### config.mk
export PLATFORM = sky130hd
export DESIGN_NAME = ram_arbiter
export DESIGN_NICKNAME = d
export VERILOG_FILES = /design/src/rtl/ram_arbiter.sv
export SDC_FILE = /design/constraint.sdc
export NUM_CORES = 1
export LEC_CHECK = 0
export CAP_MARGIN = 0
export CORE_AREA = 3 3 245 247
export CTS_BUF_LIST = sky130_fd_sc_hd__clkbuf_8 sky130_fd_sc_hd__clkbuf_16
export DETAILED_ROUTE_END_ITERATION = 6
export DIE_AREA = 0 0 248 250
export HOLD_SLACK_MARGIN = 0.02
export PLACE_DENSITY = 0.5
export SYNTH_ARGS = -nofsm -noshare
export SYNTH_HDL_FRONTEND = slang
export SYNTH_SLANG_ARGS = --single-unit
### constraint.sdc
create_clock -name clk_i -period 4.35 [get_ports clk_i]
set_input_delay 0.6525 -clock clk_i [delete_from_list [all_inputs] [get_ports clk_i]]
set_output_delay 0.6525 -clock clk_i [all_outputs]
set_load 0.01 [all_outputs]
### src/rtl/ram_arbiter.sv
// Two-port (instruction fetch / data) arbiter in front of a single-ported RAM: one access per 3 cycles.
// Optional fetch starvation guard enabled by defining RAM_ARB_STARVE_GUARD_EN.
module ram_arbiter #(
    parameter int STARVE_LIMIT = 4
) (
    input  logic        clk_i,
    input  logic        rst_n_i,
    input  logic        if_req_i,
    input  logic [63:0] if_addr_i,
    output logic        if_gnt_o,
    output logic        if_rvalid_o,
    output logic [79:0] if_instr_o,
    output logic        if_err_o,
    input  logic        dm_req_i,
    input  logic        dm_we_i,
    input  logic [63:0] dm_addr_i,
    input  logic [63:0] dm_wdata_i,
    output logic        dm_gnt_o,
    output logic        dm_done_o,
    output logic [63:0] dm_rdata_o,
    output logic        dm_err_o,
    output logic        ram_read_en_o,
    output logic        ram_write_en_o,
    output logic        ram_read_instruction_o,
    output logic [63:0] ram_addr_o,
    output logic [63:0] ram_write_data_o,
    input  logic [63:0] ram_read_data_i,
    input  logic [79:0] ram_read_instruction_i,
    input  logic        ram_dmem_error_i,
    output logic        busy_o
);

    typedef enum logic [1:0] {IDLE, ISSUE, WAIT} state_t;

    state_t      r_state;
    state_t      w_state_next;
    logic        r_cmd_fetch;
    logic        r_cmd_we;
    logic [63:0] r_cmd_addr;
    logic [63:0] r_cmd_wdata;
    logic [79:0] r_instr;
    logic [63:0] r_rdata;
    logic        r_if_rvalid;
    logic        r_if_err;
    logic        r_dm_done;
    logic        r_dm_err;
    logic        w_any_req;
    logic        w_pick_fetch;

    assign w_any_req = if_req_i | dm_req_i;

`ifdef RAM_ARB_STARVE_GUARD_EN
    logic [3:0] r_starve_cnt;
    logic       w_starved;

    assign w_starved    = (r_starve_cnt == 4'(STARVE_LIMIT));
    assign w_pick_fetch = if_req_i & (~dm_req_i | w_starved);

    // Counts data wins that left a pending fetch waiting; any fetch win resets it.
    always_ff @(posedge clk_i) begin
        if (!rst_n_i) begin
            r_starve_cnt <= 4'd0;
        end else if (r_state == IDLE && w_any_req) begin
            if (w_pick_fetch)
                r_starve_cnt <= 4'd0;
            else if (if_req_i)
                r_starve_cnt <= r_starve_cnt + 4'd1;
        end
    end
`else
    assign w_pick_fetch = if_req_i & ~dm_req_i;
`endif

    always_ff @(posedge clk_i) begin
        // NOTE: state registers use non-blocking assignments so every flop samples pre-edge values.
        if (!rst_n_i)
            r_state <= IDLE;
        else
            r_state <= w_state_next;
    end

    always_comb begin
        // NOTE: every output of this block gets a default first, so no path can infer a latch.
        w_state_next           = r_state;
        if_gnt_o               = 1'b0;
        dm_gnt_o               = 1'b0;
        ram_read_en_o          = 1'b0;
        ram_write_en_o         = 1'b0;
        ram_read_instruction_o = 1'b0;
        case (r_state)
            IDLE: begin
                if (w_any_req)
                    w_state_next = ISSUE;
            end
            ISSUE: begin
                w_state_next           = WAIT;
                if_gnt_o               = r_cmd_fetch;
                dm_gnt_o               = ~r_cmd_fetch;
                ram_read_en_o          = r_cmd_fetch | ~r_cmd_we;
                ram_write_en_o         = ~r_cmd_fetch & r_cmd_we;
                ram_read_instruction_o = r_cmd_fetch;
            end
            WAIT: begin
                w_state_next = IDLE;
            end
            default: begin
                w_state_next = IDLE;
            end
        endcase
    end

    // Command capture at the arbitration edge; response capture at the end of WAIT.
    always_ff @(posedge clk_i) begin
        if (!rst_n_i) begin
            r_cmd_fetch <= 1'b0;
            r_cmd_we    <= 1'b0;
            r_cmd_addr  <= 64'd0;
            r_cmd_wdata <= 64'd0;
            r_instr     <= 80'd0;
            r_rdata     <= 64'd0;
            r_if_rvalid <= 1'b0;
            r_if_err    <= 1'b0;
            r_dm_done   <= 1'b0;
            r_dm_err    <= 1'b0;
        end else begin
            r_if_rvalid <= 1'b0;
            r_if_err    <= 1'b0;
            r_dm_done   <= 1'b0;
            r_dm_err    <= 1'b0;
            if (r_state == IDLE && w_any_req) begin
                r_cmd_fetch <= w_pick_fetch;
                r_cmd_we    <= ~w_pick_fetch & dm_we_i;
                r_cmd_addr  <= w_pick_fetch ? if_addr_i : dm_addr_i;
                r_cmd_wdata <= w_pick_fetch ? 64'd0 : dm_wdata_i;
            end
            if (r_state == WAIT) begin
                if (r_cmd_fetch) begin
                    r_if_rvalid <= 1'b1;
                    r_if_err    <= ram_dmem_error_i;
                    r_instr     <= ram_read_instruction_i;
                end else begin
                    r_dm_done <= 1'b1;
                    r_dm_err  <= ram_dmem_error_i;
                    if (!r_cmd_we)
                        r_rdata <= ram_read_data_i;
                end
            end
        end
    end

    assign if_rvalid_o      = r_if_rvalid;
    assign if_err_o         = r_if_err;
    assign if_instr_o       = r_instr;
    assign dm_done_o        = r_dm_done;
    assign dm_err_o         = r_dm_err;
    assign dm_rdata_o       = r_rdata;
    assign ram_addr_o       = r_cmd_addr;
    assign ram_write_data_o = r_cmd_wdata;
    assign busy_o           = (r_state != IDLE);

endmodule

* After elaboration in Yosys (flattened, before gate mapping)
Cells that the tools add are included.
W data, S select, Z words.
** Storage, ports and cells
- Register bits :: 280
- Input bits :: 342
- Output and inout port bits :: 282
- Logic and storage cells :: 43
** Operators by class
- Equality and inequality tests :: 3
- Multiplexer cells :: 10
- Bitwise operators :: 11
- Reduce and logical (&&, ||, !) cells :: 8
** Operators with widths (count)
- $mux W64 :: 2
- $mux W1 :: 6
- $not A1 Y1 :: 6
- $reduce_and A3 Y1 :: 2
- $pmux W2 S2 :: 1
- $reduce_and A2 Y1 :: 2
- $and A1 B1 Y1 :: 3
- $reduce_or A3 Y1 :: 1
- $eq A2 B1 Y1 const B :: 1
- $eq A2 B2 Y1 const B :: 1
- $logic_not A2 Y1 :: 1
- $mux W2 :: 1
- $ne A2 B2 Y1 const B :: 1
- $or A1 B1 Y1 :: 2
- $reduce_bool A2 Y1 :: 1
- $logic_and A1 B1 Y1 :: 1

* Depth between registers and ports, before layout
Gate-level depths: netlist (run 1).
- Word-level depth :: 4
- Depth in mapped cells :: 6
- Mapped depth without buffers :: 3

* Worst setup path after synthesis (run 1)
OpenSTA, ideal clock, no wires.
- Path kind :: input to register
- Start point :: input port dm_req_i
- End point :: register r_cmd_addr[0], in the netlist ram_addr_o[0]
- Data arrival time :: 1600 ps
- Data required time :: 4259 ps
- Slack :: 2659 ps
- Stages on the path :: 5
- Path through :: or2_2 -> and2_1 -> buf_2 -> buf_2 -> a311oi_1
** On the way
- Word-level cells in the longest chain between the ends :: 3
** RTL lines
- start, declared :: RTL line 14 : input logic dm_req_i,
- $not A1 Y1 :: RTL line 71 : assign w_pick_fetch = if_req_i & ~dm_req_i;
- $and A1 B1 Y1 :: RTL line 71
- $mux W64 :: RTL line 133 : r_cmd_addr <= w_pick_fetch ? if_addr_i : dm_addr_i;
- end signal, assigned :: RTL line 133
- end, declared :: RTL line 39 : logic [63:0] r_cmd_addr;
Several ways; a longest one is shown, not always the timed one.
A chain may end at the register's enable or synchronous reset.

* Worst setup path in the final report (run 1)
- Start point :: register r_cmd_fetch
- End point :: output port if_gnt_o
** On the way
- Word-level cells in the longest chain between the ends :: 1
** RTL lines
- start, declared :: RTL line 37 : logic r_cmd_fetch;
- start signal, assigned :: RTL line 131 : r_cmd_fetch <= w_pick_fetch;
- $mux W1 :: RTL line 90 : case (r_state)
- end, declared :: RTL line 10 : output logic if_gnt_o,
No other way between the ends.

==> results.toml, run 1 <==
[logic_synthesis]
synth_cell_types = 29
synth_nets = 1515
syn_area_per_cell_sq_um = 8.61
ys_ff_latch = 280
yosysSeqAreaShare_pct = 55.5
synth_area_sq_mm = 0.0101
postSynthCellCount = 1173
yosys_warnings = 0

[timing]
finalCriticalPeriod_ns = 2.91
setup_tns_ns = 0
fin_ws_ns = 1.44
fmax_mhz = 344
rsz0062_at_grt = "no"
maxSlewViolCount = 0
tightest_slew_ns = 1.18
max_slew_margin_pct = 21.3
finalHoldViolCount = 0
fin_crit_sh_pct = 66.9
setup_viol = 0
clock_skew_ns = 0.00719

[power_and_ir_drop]
power.leakage_uw = 0.00641
p_per_area_mw_per_mm2 = 365
irDropWorstVdd_mv = 0.248

[routing]
drtPass1Iterations = 6
via_count = 10600
drtAntennaViolNets = 0
wl_um = 45500
drtIter0Drc = 370
wl_per_cell_um = 18.1
drc = 0
drt-vias-per-instance = 4.20

[cts]
cts_max_level = 2
ctsHoldBuffers = 0
insertion_delay_ns = 0.52
cts_buffers = 35
root_buffer = "clkbuf_16"
clk_path_buf_depth = 3
clk_pin_slew_worst_paths_ns = 0.05
cts_setup_buffers = 0
clkSinkCount = 280
ctsResizeCount = 0
tritoncts = "built"

[critical_path]
cp_max_fo = 9
path_cells = "inv_1, nor2_1, clkdlybuf4s50_1"
cp_slowest_cell = "dfxtp_1"
crit_type = "reg2out"
r2r_setup_slack_ns = 2.17
arrival_ns = 2.26
start_kind = "register"
critical_path_required_ns = 3.70
crit_path_start = "r_cmd_fetch"
crit_path_max_incr_delay_ns = 0.65
cp-end-kind = "primary output"
worstReg2RegStart = "r_state[1]"

[cells_and_area]
drive_gt1_share_pct = 4.34
final_cell_area_sq_mm = 0.0180
nets = 2078
syn_to_final_growth_pct = 78.4
fillers = 6029

[grt]
grt_antenna_before_repair = 3
grt_use_total_pct = 13.8
gr-total-overflow = 0
grt_pass1_vias = 10600
grt_pass1_wl_um = 66100
grt_max_degree = 143

[die]
core_sq_mm = 0.0578
chipWidth_um = 248
start_util_pct = 17.5
row_count = 88
die_h_um = 250
ios = 624
die_area_sq_mm = 0.0620

[placement]
port_buffers = 623
dpl-instance-area_sq_mm = 0.0170
dp_hpwl_um = 33400
post-place-ws_ns = 1.29
gp_congestion = 0.801

[min_path]
min_path_type = "reg2reg"
min-delay-start = "if_instr_o[39]"

[job]
maxCapViolCount = 0

[status]
outcome = "finished, final reports clean"
==> logic make-up (layout without fill, tap and decap cells) <==
kind of cell	count (synthesis)	count (layout)	share of synthesized area, %
other	0	2	0
buffers and inverters	116	696	5.04
DFF	280	280	55.5
AOI/OAI and AO/OA	341	341	21.9
and+or+nand+nor	436	436	17.6
==> stage by stage <==
| stage | total power (uW) | cells | utilization [%] | hold slack, ns |
|---|---|---|---|---|
| 2_1_floorplan | 3220 | 1173 | - | 0.477 |
| 3_3_place_gp | 3940 | 2464 | 29.3 | 0.442 |
| 3_5_place_dp | 3950 | 2464 | 29.3 | 0.446 |
| 4_1_cts | 6720 | 2518 | 31.1 | 0.453 |
| 5_1_grt | 6880 | 2519 | 31.1 | 0.472 |
| 6_report | 6570 | 2520 | 31.2 | 0.451 |
==> worst max-delay path, delay by kind of cell, from the launching register on <==
| family | cells | cell delay [ns] |
|---|---|---|
| simple gates | 1 | 0.34 |
| buf+inv | 2 | 0.74 |
| flops | 1 | 0.65 |
==> layer usage <==
layer / wire (um) / part of all wire [%] / global-route usage, % / vias to the layer above
li1: - / - / - / 5177
met1: 17300 / 38 / 15.1 / 4902
met2: 22700 / 50 / 24.9 / 429
met3: 4330 / 9.5 / 4.65 / 71
met4: 1180 / 2.6 / 4.49 / 2
met5: 13 / 0.029 / 0 / -
==> final timing paths <==
kind                                  endpoint  depth (start not counted)
worst max-delay path                  if_gnt_o                          3
worst min-delay path            if_instr_o[39]                          2
worst max register to register  ram_addr_o[15]                          4
worst min register to register  if_instr_o[39]                          2
==> power by group <==
part           internal [uW]  switching (uW)
Combinational            621             475
Clock                   1620            1070
Sequential              2710            84.0
Total                   4950            1630
==> synth_stat cells, drive strengths merged <==
master,count,share of area (%)
nand2,353,13
nand2b,2,0.12
nand3b,1,0.074
and3,2,0.12
dfxtp,280,56
a21oi,147,7.3
or2,1,0.062
clkbuf,64,2.4
a311oi,64,5.6
a211oi,1,0.074
and2,2,0.12
and3b,1,0.087
nand3,64,3.2
buf,49,2.5
a22o,65,5.6
o21ai,64,3.3
nor4b,2,0.17
or4b,1,0.14
nor2b,1,0.062
nor2,6,0.25
inv,3,0.11
==> cell usage in the layout, fill, tap and decap left out, types with 2 or more instances in the layout <==
| cell type | instances |
|---|---|
| a22o_1 | 65 |
| o21ai_1 | 16 |
| clkdlybuf4s50_1 | 622 |
| diode_2 | 2 |
| inv_1 | 12 |
| nor4b_1 | 2 |
| nand3_1 | 63 |
| clkbuf_8 | 7 |
| buf_4 | 16 |
| dfxtp_1 | 280 |
| nand2_1 | 353 |
| nor2_1 | 5 |
| a21oi_1 | 146 |
| o21ai_0 | 44 |
| o21ai_2 | 4 |
| a311oi_1 | 64 |
| clkbuf_16 | 35 |
==> registers in the layout (all words and copies together), names as in the netlist <==
register          flops
if_rvalid_o           1
r_cmd_we              1
if_err_o              1
dm_done_o             1
r_state               2
r_cmd_fetch           1
ram_addr_o           64
dm_rdata_o           64
if_instr_o           80
ram_write_data_o     64
dm_err_o              1
==> cell type report <==
class | count | area, sq um | area share (%)
multi-input cells | 777 | 4010 | 22.3
repair buffers | 639 | 6370 | 35.4
well taps | 765 | 957 | 5.32
flip-flops and latches | 280 | 5610 | 31.1
clock buffers | 42 | 972 | 5.40
clock inverters | 12 | 76.3 | 0.424
diodes | 2 | 5.00 | 0.0278
inverters | 3 | 13.8 | 0.0764
Power figures use the tool's default switching activity.
==> inputs of run 2 (changes only) <==
CORE_AREA = 3 3 240 242   (was 3 3 245 247)
DIE_AREA = 0 0 243 245   (was 0 0 248 250)
PLACE_DENSITY = 0.53   (was 0.5)
clock period = 2.6 ns   (was 4.35 ns; I/O delays follow)
==> run 2 against run 1 <==
Non-clock buffer count increased by 10. Die area decreased by 4.0%. Combinational power increased by 70%. Register-to-register slack got worse by 1.8 ns. Sequential cell count unchanged. Sequential share of layout area decreased by 0.44 points. Hold slack got worse by 0.045 ns. Largest cell class unchanged.
==> results.toml, run 2 (synthesized netlist as in run 1, its figures left out) <==
[critical_path]
arrival_ns = 2.02
cp_slowest_cell = "clkdlybuf4s50_1"
crit_type = "reg2out"
reg2reg_depth = 4
path_cells = "nand2b_1, a21oi_1, clkdlybuf4s50_1"
start_kind = "register"
cp_max_fo = 7
crit_path_max_incr_delay_ns = 0.63
cp-end-kind = "primary output"
r2r_setup_slack_ns = 0.41
cp-endpoint = "ram_read_en_o"
r2r-end = "r_cmd_fetch"
crit_path_start = "r_state[1]"
worstReg2RegStart = "r_state[1]"
critical_path_required_ns = 2.21

[cells_and_area]
fillers = 5776
drive_gt1_share_pct = 5.58
layout_commonest_cell = "clkdlybuf4s50_1"
layout_common_cells = "622 x clkdlybuf4s50_1, 353 x nand2_1, 279 x dfxtp_1"
nets = 2088
largest_register_ffs = 80
syn_to_final_growth_pct = 81.0
instances_no_fill = 2523

[routing]
drtAntennaViolNets = 0
via_count = 10600
wl_per_cell_um = 17.7
drc = 0
drt-vias-per-instance = 4.22
wl_um = 44600
drtIter0Drc = 390
drtPass1Iterations = 5

[placement]
dp_hpwl_um = 32900
port_buffers = 623
place_inst = 2457
gp_congestion = 0.803

[die]
core_sq_mm = 0.0553
row_count = 86
chipWidth_um = 243
die_area_sq_mm = 0.0595
ios = 624
die_h_um = 245
start_util_pct = 18.3

[power_and_ir_drop]
power.leakage_uw = 0.00654
p_per_area_mw_per_mm2 = 616
irDropWorstVdd_mv = 0.321

[grt]
grt_antenna_before_repair = 3
grt_use_total_pct = 14.1
grt_pass1_wl_um = 65800
grt_max_degree = 108
grt_pass1_vias = 10700
gr-total-overflow = 0

[job]
maxCapViolCount = 0

[timing]
fmax_mhz = 415
setup_viol = 0
finalHoldViolCount = 0
setup_tns_ns = 0
max_slew_margin_pct = 34.5
finalCriticalPeriod_ns = 2.41
fin_crit_sh_pct = 92.7
tightest_slew_ns = 0.983
clock_skew_ns = 0.0144
maxSlewViolCount = 0
rsz0062_at_grt = "no"

[cts]
tritoncts = "built"
cts_buffers = 35
root_buffer = "clkbuf_16"
insertion_delay_ns = 0.53
clk_pin_slew_worst_paths_ns = 0.06
cts_max_level = 2
cts_setup_buffers = 0
clk_path_buf_depth = 3
clkSinkCount = 280

[min_path]
min_path_type = "in2reg"

[status]
outcome = "finished, final reports clean"
-- run 2: per-layer routing --
metal  global-route usage (%)  up-vias  share of wire (%)
met1                     16.4     4907                 41
met4                     4.18        6                2.4
met2                     24.8      441                 49
met5                        0        -              0.081
li1                         -     5226                  -
met3                     4.76       68                8.0
-- run 2: per-stage QoR --
step                setup WS (ns)  instance area [sq um]  util, %  power [uW]  hold slack, ns
floorplan                    1.08                  10100        -        5390           0.477
detailed placement          0.399                  17100     31.0        6640           0.446
global route               0.0556                  18300     33.0       11800           0.385
global placement            0.376                  17100     31.0        6620           0.442
finish                      0.189                  18300     33.0       11200           0.406
CTS                        0.0484                  18300     33.0       11500           0.357
-- run 2: worst min path at each step --
stage                                     from             end  cells past startpoint
detailed placement              if_instr_o[66]  if_instr_o[66]                      2
global route        ram_read_instruction_i[12]  if_instr_o[12]                      3
CTS                 ram_read_instruction_i[19]  if_instr_o[19]                      3
floorplan                       dm_rdata_o[57]  dm_rdata_o[57]                      2
finish              ram_read_instruction_i[19]  if_instr_o[19]                      3
global placement                if_instr_o[15]  if_instr_o[15]                      2
-- run 2: what timing repair did --
item | in CTS | in global routing
resized for setup | 1 | 1
setup endpoints to repair | 2 | 1
hold buffers | 0 | 0
-- run 2: critical path: cells and delay by family (launching register included) --
kind | cells | cell delay, ns
buffers and inverters | 1 | 0.63
AOI/OAI and AO/OA | 1 | 0.27
and+or+nand+nor | 1 | 0.24
DFF | 1 | 0.37
-- run 2: final cells by class --
cell class	instances	area [sq um]	area share, %
repair buffers	649	6570	35.9
diodes	2	5.00	0.0274
clock inverters	22	144	0.788
well taps	748	936	5.12
multi-input cells	777	4010	22.0
inverters	3	13.8	0.0753
clock buffers	42	983	5.38
flip-flops and latches	280	5610	30.7
-- run 2: power by group --
group / switching (uW) / internal, uW
Sequential: 141 / 4520
Combinational: 796 / 1070
Clock: 1920 / 2790
Total: 2860 / 8390
